`config.mk`:
```
export PLATFORM = sky130hd
export DESIGN_NAME = lsu_subword_ctrl
export DESIGN_NICKNAME = d
export VERILOG_FILES = /design/src/rtl/lsu_subword_ctrl.sv
export SDC_FILE = /design/constraint.sdc
export NUM_CORES = 1
export LEC_CHECK = 0
export ABC_AREA = 1
export CAP_MARGIN = 40
export CORE_MARGIN = 4
export CORE_UTILIZATION = 52
export DETAILED_ROUTE_END_ITERATION = 10
export PLACE_DENSITY = 0.87
export SKIP_CTS_REPAIR_TIMING = 1
export SYNTH_ARGS = -nofsm -noshare
export SYNTH_HDL_FRONTEND = slang
export SYNTH_SLANG_ARGS = --single-unit
```
`constraint.sdc`:
```
create_clock -name clk_i -period 2.35 [get_ports clk_i]
set_clock_uncertainty 0.05 [all_clocks]
set_input_delay 0.3525 -clock clk_i [delete_from_list [all_inputs] [get_ports clk_i]]
set_output_delay 0.3525 -clock clk_i [all_outputs]
set_load 0.02 [all_outputs]
```
`src/rtl/lsu_subword_ctrl.sv`:
```
// Load/store unit between the MEM stage and a word-wide, byte-enable-less data memory.
// Handles sub-word loads (with extension), SB/SH via read-modify-write, and error screening.
module lsu_subword_ctrl #(
  parameter int ADDR_WORDS_LOG2 = 8
) (
  input  logic        clk_i,
  input  logic        rst_i,
  input  logic        req_valid_i,
  output logic        req_ready_o,
  input  logic [2:0]  op_i,
  input  logic [31:0] addr_i,
  input  logic [31:0] wdata_i,
  output logic        resp_valid_o,
  output logic        resp_err_o,
  output logic [31:0] rdata_o,
  output logic        mem_MemRead_o,
  output logic        mem_MemWrite_o,
  output logic [31:0] mem_addr_o,
  output logic [31:0] mem_WriteData_o,
  input  logic [31:0] mem_ReadData_i
);

  // Byte-address bits that can legally be non-zero.
  localparam int AW = ADDR_WORDS_LOG2 + 2;

  typedef enum logic [2:0] {
    OP_LB  = 3'd0,
    OP_LH  = 3'd1,
    OP_LW  = 3'd2,
    OP_LBU = 3'd3,
    OP_LHU = 3'd4,
    OP_SB  = 3'd5,
    OP_SH  = 3'd6,
    OP_SW  = 3'd7
  } op_e;

  typedef enum logic [2:0] {
    S_IDLE  = 3'd0,
    S_READ  = 3'd1,
    S_WAIT  = 3'd2,
    S_WRITE = 3'd3,
    S_RESP  = 3'd4
  } state_e;

  state_e        state_q, state_d;
  op_e           op_in, op_q;
  logic [AW-1:0] addr_q;
  logic [31:0]   wdata_q;
  logic [31:0]   merged_q;
  logic [31:0]   rdata_q;
  logic          resp_err_q;

  logic          misaligned;
  logic          out_of_range;
  logic          req_err;
  logic          accept;
  logic          is_load;
  logic [31:0]   word_idx;

  logic [7:0]    rd_byte;
  logic [15:0]   rd_half;
  logic [31:0]   load_val;
  logic [31:0]   merged_d;

  assign op_in    = op_e'(op_i);
  assign accept   = (state_q == S_IDLE) && req_valid_i;
  assign is_load  = op_q inside {OP_LB, OP_LH, OP_LW, OP_LBU, OP_LHU};
  assign word_idx = {{(34 - AW){1'b0}}, addr_q[AW-1:2]};

  // Request screening is done on the live inputs so errors skip memory entirely.
  // NOTE: every always_comb output gets a default first; a missed branch would otherwise infer a latch.
  always_comb begin
    misaligned = 1'b0;
    case (op_in)
      OP_LH, OP_LHU, OP_SH: misaligned = addr_i[0];
      OP_LW, OP_SW:         misaligned = (addr_i[1:0] != 2'b00);
      default:              misaligned = 1'b0;
    endcase
  end

  assign out_of_range = |(addr_i >> AW);
  assign req_err      = misaligned || out_of_range;

  // Lane extraction and merge operate on the word returned for the latched address.
  always_comb begin
    rd_byte = mem_ReadData_i[7:0];
    case (addr_q[1:0])
      2'd0: rd_byte = mem_ReadData_i[7:0];
      2'd1: rd_byte = mem_ReadData_i[15:8];
      2'd2: rd_byte = mem_ReadData_i[23:16];
      2'd3: rd_byte = mem_ReadData_i[31:24];
      default: rd_byte = mem_ReadData_i[7:0];
    endcase
    rd_half = addr_q[1] ? mem_ReadData_i[31:16] : mem_ReadData_i[15:0];
  end

  always_comb begin
    load_val = 32'd0;
    case (op_q)
      OP_LB:   load_val = {{24{rd_byte[7]}}, rd_byte};
      OP_LH:   load_val = {{16{rd_half[15]}}, rd_half};
      OP_LW:   load_val = mem_ReadData_i;
      OP_LBU:  load_val = {24'd0, rd_byte};
      OP_LHU:  load_val = {16'd0, rd_half};
      default: load_val = 32'd0;
    endcase
  end

  always_comb begin
    merged_d = mem_ReadData_i;
    if (op_q == OP_SB) begin
      case (addr_q[1:0])
        2'd0: merged_d[7:0]   = wdata_q[7:0];
        2'd1: merged_d[15:8]  = wdata_q[7:0];
        2'd2: merged_d[23:16] = wdata_q[7:0];
        2'd3: merged_d[31:24] = wdata_q[7:0];
        default: merged_d = mem_ReadData_i;
      endcase
    end else if (op_q == OP_SH) begin
      if (addr_q[1]) merged_d[31:16] = wdata_q[15:0];
      else           merged_d[15:0]  = wdata_q[15:0];
    end
  end

  // NOTE: sequential state uses non-blocking assignments so every register samples pre-edge values.
  always_ff @(posedge clk_i) begin
    if (rst_i) state_q <= S_IDLE;
    else       state_q <= state_d;
  end

  always_comb begin
    state_d = state_q;
    case (state_q)
      S_IDLE: begin
        if (req_valid_i) begin
          if (req_err)              state_d = S_RESP;
          else if (op_in == OP_SW)  state_d = S_WRITE;
          else                      state_d = S_READ;
        end
      end
      S_READ:  state_d = S_WAIT;
      S_WAIT:  state_d = is_load ? S_RESP : S_WRITE;
      S_WRITE: state_d = S_RESP;
      S_RESP:  state_d = S_IDLE;
      default: state_d = S_IDLE;
    endcase
  end

  // Strobes and bus values come only from registered state; the bus idles at zero.
  always_comb begin
    req_ready_o     = 1'b0;
    resp_valid_o    = 1'b0;
    mem_MemRead_o   = 1'b0;
    mem_MemWrite_o  = 1'b0;
    mem_addr_o      = 32'd0;
    mem_WriteData_o = 32'd0;
    case (state_q)
      S_IDLE: req_ready_o = 1'b1;
      S_READ: begin
        mem_MemRead_o = 1'b1;
        mem_addr_o    = word_idx;
      end
      S_WRITE: begin
        mem_MemWrite_o  = 1'b1;
        mem_addr_o      = word_idx;
        mem_WriteData_o = (op_q == OP_SW) ? wdata_q : merged_q;
      end
      S_RESP: resp_valid_o = 1'b1;
      default: ;
    endcase
  end

  // Request latches and response fields; response fields only move on entry to RESP.
  always_ff @(posedge clk_i) begin
    if (rst_i) begin
      op_q       <= OP_LB;
      addr_q     <= '0;
      wdata_q    <= 32'd0;
      merged_q   <= 32'd0;
      rdata_q    <= 32'd0;
      resp_err_q <= 1'b0;
    end else begin
      if (accept) begin
        op_q    <= op_in;
        addr_q  <= addr_i[AW-1:0];
        wdata_q <= wdata_i;
        if (req_err) begin
          rdata_q    <= 32'd0;
          resp_err_q <= 1'b1;
        end
      end
      if (state_q == S_WAIT) begin
        if (is_load) begin
          rdata_q    <= load_val;
          resp_err_q <= 1'b0;
        end else begin
          merged_q <= merged_d;
        end
      end
      if (state_q == S_WRITE) begin
        rdata_q    <= 32'd0;
        resp_err_q <= 1'b0;
      end
    end
  end

  assign rdata_o    = rdata_q;
  assign resp_err_o = resp_err_q;

endmodule

```
== Yosys cells after proc, flatten, opt, wreduce, memory -nomap -nowiden ==
Cells that the tools add are included.

* Bitwise logic cells: 1
* Mux-type cells: 32
* Reduce and logical (&&, ||, !) cells: 13
* Equality and inequality tests: 20

{| class="wikitable"
|+ Operators with widths
! kind !! count
|-
| $mux W32 || 8
|-
| $pmux W32 S5 || 1
|-
| $mux W16 || 3
|-
| $mux W8 || 5
|-
| $pmux W8 S4 || 1
|-
| $eq A3 B3 Y1 const B || 8
|-
| $reduce_or A22 Y1 || 1
|-
| $eq A3 B2 Y1 const B || 5
|-
| $pmux W3 S4 || 1
|-
| $eq A3 B1 Y1 const B || 3
|-
| $mux W3 || 3
|-
| $mux W1 || 8
|-
| $logic_not A3 Y1 || 2
|-
| $reduce_or A2 Y1 || 3
|-
| $reduce_bool A5 Y1 || 1
|-
| $eq A2 B2 Y1 const B || 2
|-
| $reduce_or A3 Y1 || 1
|-
| $eq A2 B1 Y1 const B || 1
|-
| $logic_not A2 Y1 || 1
|-
| $mux W2 || 1
|-
| $ne A2 B2 Y1 const B || 1
|-
| $pmux W1 S2 || 1
|-
| $reduce_and A2 Y1 || 1
|-
| $reduce_bool A2 Y1 || 1
|-
| 3 further kinds || 3
|}

* Logic and storage cells: 73
* Bits of input ports: 102
* Output and inout bits: 101
* Register bits after elaboration: 113

== Logic depth before layout (Yosys ltp) ==
Gate-level depths: netlist of the first run.

* Depth in word-level cells: 8
* Gate-level depth with buffers: 11
* Depth with buffers taken out: 9

== Worst setup path after synthesis of the first run ==
Ideal clock, no wire load.

* Path type: register to output
* From: reg state_q[0]
* To: out mem_WriteData_o[22]
* Stages on the path, launching flop included: 6
* Arrival time: 1.394 ns
* Slack: 0.553 ns
* Cells stage by stage: dfxtp_1 > nand2_2 > nor2_2 > buf_2 > o21ai_0 > a21oi_1

* Cells in the longest elaborated chain, start to end: 2

{| class="wikitable"
|+ Ends and longest elaborated chain
! item !! line !! text
|-
| start: declaration || 45 || <nowiki>state_e state_q, state_d;</nowiki>
|-
| start signal: assignment || 128 || <nowiki>else state_q <= state_d;</nowiki>
|-
| $eq A3 B2 Y1 || 157 || <nowiki>case (state_q)</nowiki>
|-
| $mux W32 || 157 ||
|-
| end: declaration || 19 || <nowiki>output logic [31:0] mem_WriteData_o,</nowiki>
|}

No other way between the ends.

== Worst setup path after layout of the first run ==
* From: reg state_q[0]
* To: out mem_addr_o[5]

* Cells in the longest elaborated chain, start to end: 3

{| class="wikitable"
|+ Ends and longest elaborated chain
! item !! line !! text
|-
| $eq A3 B2 Y1 / $eq A3 B1 Y1 (equally long branches) || 157 ||
|-
| $reduce_or A2 Y1 (no line) * || n/a ||
|-
| $mux W8 * || 157 ||
|-
| end: declaration || 18 || <nowiki>output logic [31:0] mem_addr_o,</nowiki>
|}

Every way passes the cells marked *; elsewhere a longest branch is shown, timed or not.

==> flow_metrics.tcl, run 1 <==
set metrics [dict create \
    slew_headroom_pct 52.1 \
    synth_area_sq_um 6760 \
    final.fill_count 1021 \
    ir_worst_vdd_uv 403 \
    drt_first_iter_violations 965 \
    setup.worst_path.end_class "primary output" \
    clkPwrFrac_pct 44.6 \
    run_status "finished, final reports clean" \
    worst_path_largest_cell_delay_ps 630 \
    timing.final.hold_violations 0 \
    grt_pass1_wl_mm 37.3 \
    finalWeightedCongestion 0.958 \
    ctsHtreeMaxLevel 4 \
    route.top_layer_used "met4" \
    holdPathStages 2 \
    power_density_nw_per_um2 585 \
    met1_length_mm 9.69 \
    cap_violations 0 \
    met2_wirelength_from_detailed_routing_mm 11.3 \
    asyncSetResetFlopFracSynth_pct 0 \
    place.detailed.instances 1335 \
    synth.distinct_cells 36 \
    timing.final.crit_share_pct 98.5 \
    die-area_sq_um 14900 \
    routed_wirelength_mm 24.4 \
    grt_max_degree 65 \
    cp_slowest_cell "clkdlybuf4s50_1" \
    syn_inst 1028 \
    core_sq_um 12700 \
    cpLargestDelayFamily "buffers and inverters" \
    internal_power_w 0.00382 \
    post-route-drc-count 0 \
    path_class "reg -> out" \
    placementRows 41 \
    vias_per_cell 5.81 \
    timing.reg2reg.worst_path_depth 9 \
    cts_root_buffer "clkbuf_16" \
    dr_total_vias 7941 \
    instances_no_fill 1367 \
    final_layout_size_suffix_gt1_share_pct 8.28 \
    number_of_buffers_inserted_during_clock_tree_synthesis 17 \
    yosys_warnings 0 \
    grt_setup_unrepaired "yes" \
    timing.fmax_mhz 432 \
    setup.worst_path.start_class "flop" \
    worstPathBufferInverterCount 2 \
    yosys_most_used_dff "dfxtp_1" \
    chipWidth_microns 122 \
    hold_path.class "reg -> reg" \
    sequentialPowerShare_pct 37.3 \
    finalSetupViolations 0 \
    die_height_microns 122 \
    tritoncts "built" \
    dp_hpwl_mm 17.1 \
    power.switching_w 0.00159 \
    antenna_found_initial 0 \
    grt_use_total_pct 31.8 \
    final.setup.tns_ps 0 \
    synth_area_per_cell_sq_um 6.58 \
    synth_seq_cells 113 \
    ys_seq_area_share_pct 33.5 \
    top_level_ports 203 \
    insertedDiodeCount 0 \
    netSwitchingFraction_pct 29.4 \
    arrival_ps 1910 \
    detail_route.first_pass.iterations 6 \
    timing.hold.ws_ps 401 \
    port-buffer-count 178 \
    via_count_of_the_first_global_routing_pass 7191 \
    regToRegSetupSlack_ps 510 \
    clk_transition_reported_paths_ps 60 \
    combinationalPowerShare_pct 18.1 \
    hp-start "addr_q[7]" \
    r2r_end "rdata_o[9]" \
    synth_top_cell_by_area "dfxtp_1" \
    finish.utilization_pct 73.0 \
    synthToLayoutAreaGrowth_pct 36.8 \
    detail-route-antenna-nets 0 \
    worst-path-max-fanout 9 \
    routed_wire_length_per_instance_microns 17.8 \
    maxSlewViolCount 0 \
    holdPathEnd "addr_q[7]" \
    number_of_flops_mapped_to_enable_cells_by_yosys 0 \
    transition_time_at_the_pin_with_the_least_slew_margin_ps 709 \
    clkLatencyLatePin_ps 410 \
    critPathRequiredTime_ps 1950 \
    overflow 0 \
    clockBufferDepth 2 \
    numClockSinks 113 \
    worstReg2RegStart "addr_q[1]" \
    num-nets-final 1284 \
    ordered_list_of_cells_on_the_worst_path "nand2_2 -> buf_4 -> nor2_1 -> clkdlybuf4s50_1" \
    static-leakage-power_nw 4.02 \
    route.met3.wl_mm 2.52 \
    synth_top_cells_by_area "dfxtp_1, a21oi_1, o21ai_0" \
    synth.top_cell.area_share_pct 33.5 \
    floorplan.initialDensity_pct 53.4 \
    period_minus_slack_ps 2310 \
]
[worst register-to-register path, delay by kind of cell (launching register included)]
kind	cells	cell delay, ps
DFF	1	360
and+or+nand+nor	5	850
buffers and inverters	2	280
AOI/OAI and AO/OA	2	180
[cell families after synthesis]
| kind of cell | share of synthesized area [%] |
|---|---|
| AO/OA/AOI/OAI | 31.5 |
| other | 0.0555 |
| AND/OR/NAND/NOR | 20.1 |
| flip-flops | 33.5 |
| buffers and inverters | 14.8 |
[synth_stat cells (2+ instances only)]
cell type and instances:
nand4_1 2, inv_4 2, dfxtp_1 113, nor3_1 2
nor2_2 5, nand3_1 60, o21ai_0 134, o21ai_1 15
nand2_4 2, a31oi_1 34, o211ai_1 38, buf_2 30
nor2_1 58, inv_2 8, buf_4 30, nand2_1 167
buf_6 6, a21oi_1 164, nand2_2 4, nand3_2 2
clkbuf_1 38, inv_1 100
[cells in the final DEF, fill, tap and decap left out, types with 38 or more instances in the layout]
cell,synthesis,routed
nand3_1,60,59
nor2_1,58,58
dfxtp_1,113,113
a21oi_1,164,164
o211ai_1,38,38
clkdlybuf4s50_1,0,144
nand2_1,167,166
inv_1,100,100
o21ai_0,134,134
[power by group through the flow]
stage	clock, W	combinational, W	sequential [W]
after floorplan	0	0.000610	0.00204
after global placement	0	0.000933	0.00205
after detailed placement	0	0.000941	0.00206
after CTS	0.00242	0.000953	0.00202
after global routing	0.00252	0.00105	0.00202
final	0.00241	0.000980	0.00202
[per-layer routing]
layer | vias up | global-route usage [%]
met3 | 84 | 6.27
li1 | 3727 | -
met4 | 0 | 12.3
met5 | - | 0
met1 | 3612 | 41.8
met2 | 518 | 51.8
[registers in the layout, summed over array words and instances, names as in the netlist]
register and cells:
op_q 3, wdata_q 32, addr_q 10, state_q 3, rdata_o 32, resp_err_o 1
merged_q 32
[through the flow]
step                      power, W  cell area (sq um)  setup slack, ps
final                      0.00541               9250             35.5
after floorplan            0.00265               6850              553
after CTS                  0.00539               9160             -203
after global placement     0.00299               8610              303
after detailed placement   0.00300               8610              251
after global routing       0.00559               9250            -23.6
[final cells by class]
| cell class | instances | area, sq um | share of cell area [%] |
|---|---|---|---|
| Multi-Input combinational cell | 724 | 3600 | 38.9 |
| Sequential cell | 113 | 2260 | 24.5 |
| Timing Repair Buffer | 216 | 2200 | 23.8 |
| Clock buffer | 21 | 440 | 4.76 |
| Inverter | 110 | 418 | 4.52 |
| Tap cell | 172 | 215 | 2.33 |
| Clock inverter | 11 | 110 | 1.19 |
[worst max-delay path by stage]
stage / start / cells after the start / slack [ps] / to
finish: state_q[0] / 4 / 40 / mem_addr_o[5]
global route: state_q[0] / 4 / -20 / mem_addr_o[5]
CTS: state_q[0] / 6 / -200 / mem_WriteData_o[8]
detailed placement: state_q[2] / 7 / 250 / mem_WriteData_o[8]
global placement: state_q[0] / 6 / 300 / mem_WriteData_o[1]
floorplan: state_q[0] / 5 / 550 / mem_WriteData_o[22]
No activity file was read; power rests on OpenSTA's default activity.
==> inputs of run 2 (changes only) <==
CELL_PAD_IN_SITES_DETAIL_PLACEMENT = 2   (was unset)
CELL_PAD_IN_SITES_GLOBAL_PLACEMENT = 2   (was unset)
CORE_UTILIZATION = 27   (was 52)
PLACE_DENSITY = unset   (was 0.87)
PLACE_DENSITY_LB_ADDON = 0.1   (was unset)
==> run 2 against run 1 <==
  * Via count shrank 2.3%
  * Design area rose by 4.3%
  * Wire length rose by 30%
  * Critical endpoint unchanged
  * Total power increased by 11%
  * Die area is 86% higher
  * Clock power grew 22%
  * Sequential power about the same
==> flow_metrics.tcl, run 2 (synthesized netlist as in run 1, its figures left out) <==
set metrics [dict create \
    run_status "finished, final reports clean" \
    core_sq_um 24500 \
    cp_slowest_cell "clkdlybuf4s50_1" \
    arrival_ps 1850 \
    grt_use_total_pct 22.4 \
    timing.reg2reg.worst_path_depth 7 \
    placementRows 57 \
    drt_first_iter_violations 478 \
    dr_total_vias 7755 \
    vias_per_cell 5.07 \
    met2_wirelength_from_detailed_routing_mm 14.6 \
    place_area_sq_um 8910 \
    antenna_found_initial 0 \
    synthToLayoutAreaGrowth_pct 42.7 \
    clk_transition_reported_paths_ps 60 \
    final.fill_count 2852 \
    grt_max_degree 65 \
    post-layout-total-power_w 0.00601 \
    overflow 0 \
    via_count_of_the_first_global_routing_pass 8327 \
    insertedDiodeCount 0 \
    timing.fmax_mhz 445 \
    layout.area.seq_sq_um 2260 \
    ir_worst_vdd_uv 410 \
    worst_path_largest_cell_delay_ps 620 \
    mostFrequentLayoutCell "nand2_1" \
    ctsHtreeMaxLevel 4 \
    route.met3.wl_mm 1.21 \
    critPathRequiredTime_ps 1950 \
    num-nets-final 1296 \
    timing.hold.ws_ps 409 \
    post-route-drc-count 0 \
    hold_path.class "reg -> reg" \
    timing.final.crit_share_pct 95.7 \
    numClockSinks 113 \
    cts_root_buffer "clkbuf_16" \
    clockBufferDepth 2 \
    setup.worst_path.start_class "flop" \
    met1_length_mm 15.4 \
    transition_time_at_the_pin_with_the_least_slew_margin_ps 734 \
    path_class "reg -> out" \
    multi_input_gate_area_sq_um 3600 \
    grt_setup_unrepaired "yes" \
    holdPathStages 2 \
    clkLatencyLatePin_ps 420 \
    finalWeightedCongestion 0.847 \
    setup.worst_path.end_class "primary output" \
    floorplan.initialDensity_pct 27.6 \
    die_height_microns 166 \
    timing.final.hold_violations 0 \
    chipWidth_microns 166 \
    finalSetupViolations 0 \
    ordered_list_of_cells_on_the_worst_path "inv_1 -> nand2_2 -> buf_4 -> nor2_1 -> clkdlybuf4s50_1" \
    period_minus_slack_ps 2250 \
    maxSlewViolCount 0 \
    detail_route.first_pass.iterations 4 \
    grt_pass1_wl_mm 49.5 \
    worst-path-max-fanout 9 \
    number_of_buffers_inserted_during_clock_tree_synthesis 17 \
    port-buffer-count 178 \
    routed_wire_length_per_instance_microns 20.7 \
    routed_wirelength_mm 31.7 \
    dp_hpwl_mm 23.3 \
    static-leakage-power_nw 4.16 \
    cap_violations 0 \
    final_layout_size_suffix_gt1_share_pct 9.78 \
    tritoncts "built" \
    top_level_ports 203 \
    slew_headroom_pct 50.4 \
    detail-route-antenna-nets 0 \
    final_design_area_no_fill_sq_um 9650 \
    die-area_sq_um 27600 \
    power_density_nw_per_um2 622 \
    route.top_layer_used "met4" \
    most-common-layout-cells "nand2_1, a21oi_1, clkdlybuf4s50_1" \
]
## run 2: critical path, delay by kind of cell (launching register included)
family / cells / cell delay [ps]
buffers and inverters: 3 / 920
DFF: 1 / 330
and+or+nand+nor: 2 / 180
## run 2: cell type report
class,instances,area share (%)
clock inverters,15,2.40
clock buffers,17,4.41
multi-input cells,724,37.3
flip-flops and latches,113,23.4
inverters,110,4.33
well taps,324,4.20
repair buffers,228,23.9
## run 2: worst paths after layout
check / startpoint / end / slack [ps]
max reg2reg: state_q[0] / addr_q[2] / 410
min reg2reg: addr_q[4] / addr_q[4] / 410
min: addr_q[4] / addr_q[4] / 410
max: state_q[2] / mem_addr_o[5] / 100
## run 2: where the power goes
group,switching (W),internal [W],leakage [nW]
clock,0.00105,0.00190,0.315
combinational,0.000635,0.000393,2.93
sequential,0.0000521,0.00198,0.920
## run 2: stage by stage
| step | utilization [%] | cells | setup slack (ps) | TNS (ps) |
|---|---|---|---|---|
| after floorplan | - | 1051 | 553 | 0 |
| after global placement | 36.4 | 1499 | 178 | 0 |
| after detailed placement | 36.4 | 1499 | 93.2 | 0 |
| after CTS | 39.1 | 1531 | -391 | -9450 |
| after global routing | 39.4 | 1531 | -44.8 | -101 |
| final | 39.4 | 1531 | 101 | 0 |
## run 2: layer usage
layer  vias to the layer above  global-route usage (%)
met5                         -                       0
met4                         0                    5.48
met3                        25                    3.45
met2                       195                    36.2
met1                      3784                    31.6
li1                       3751                       -
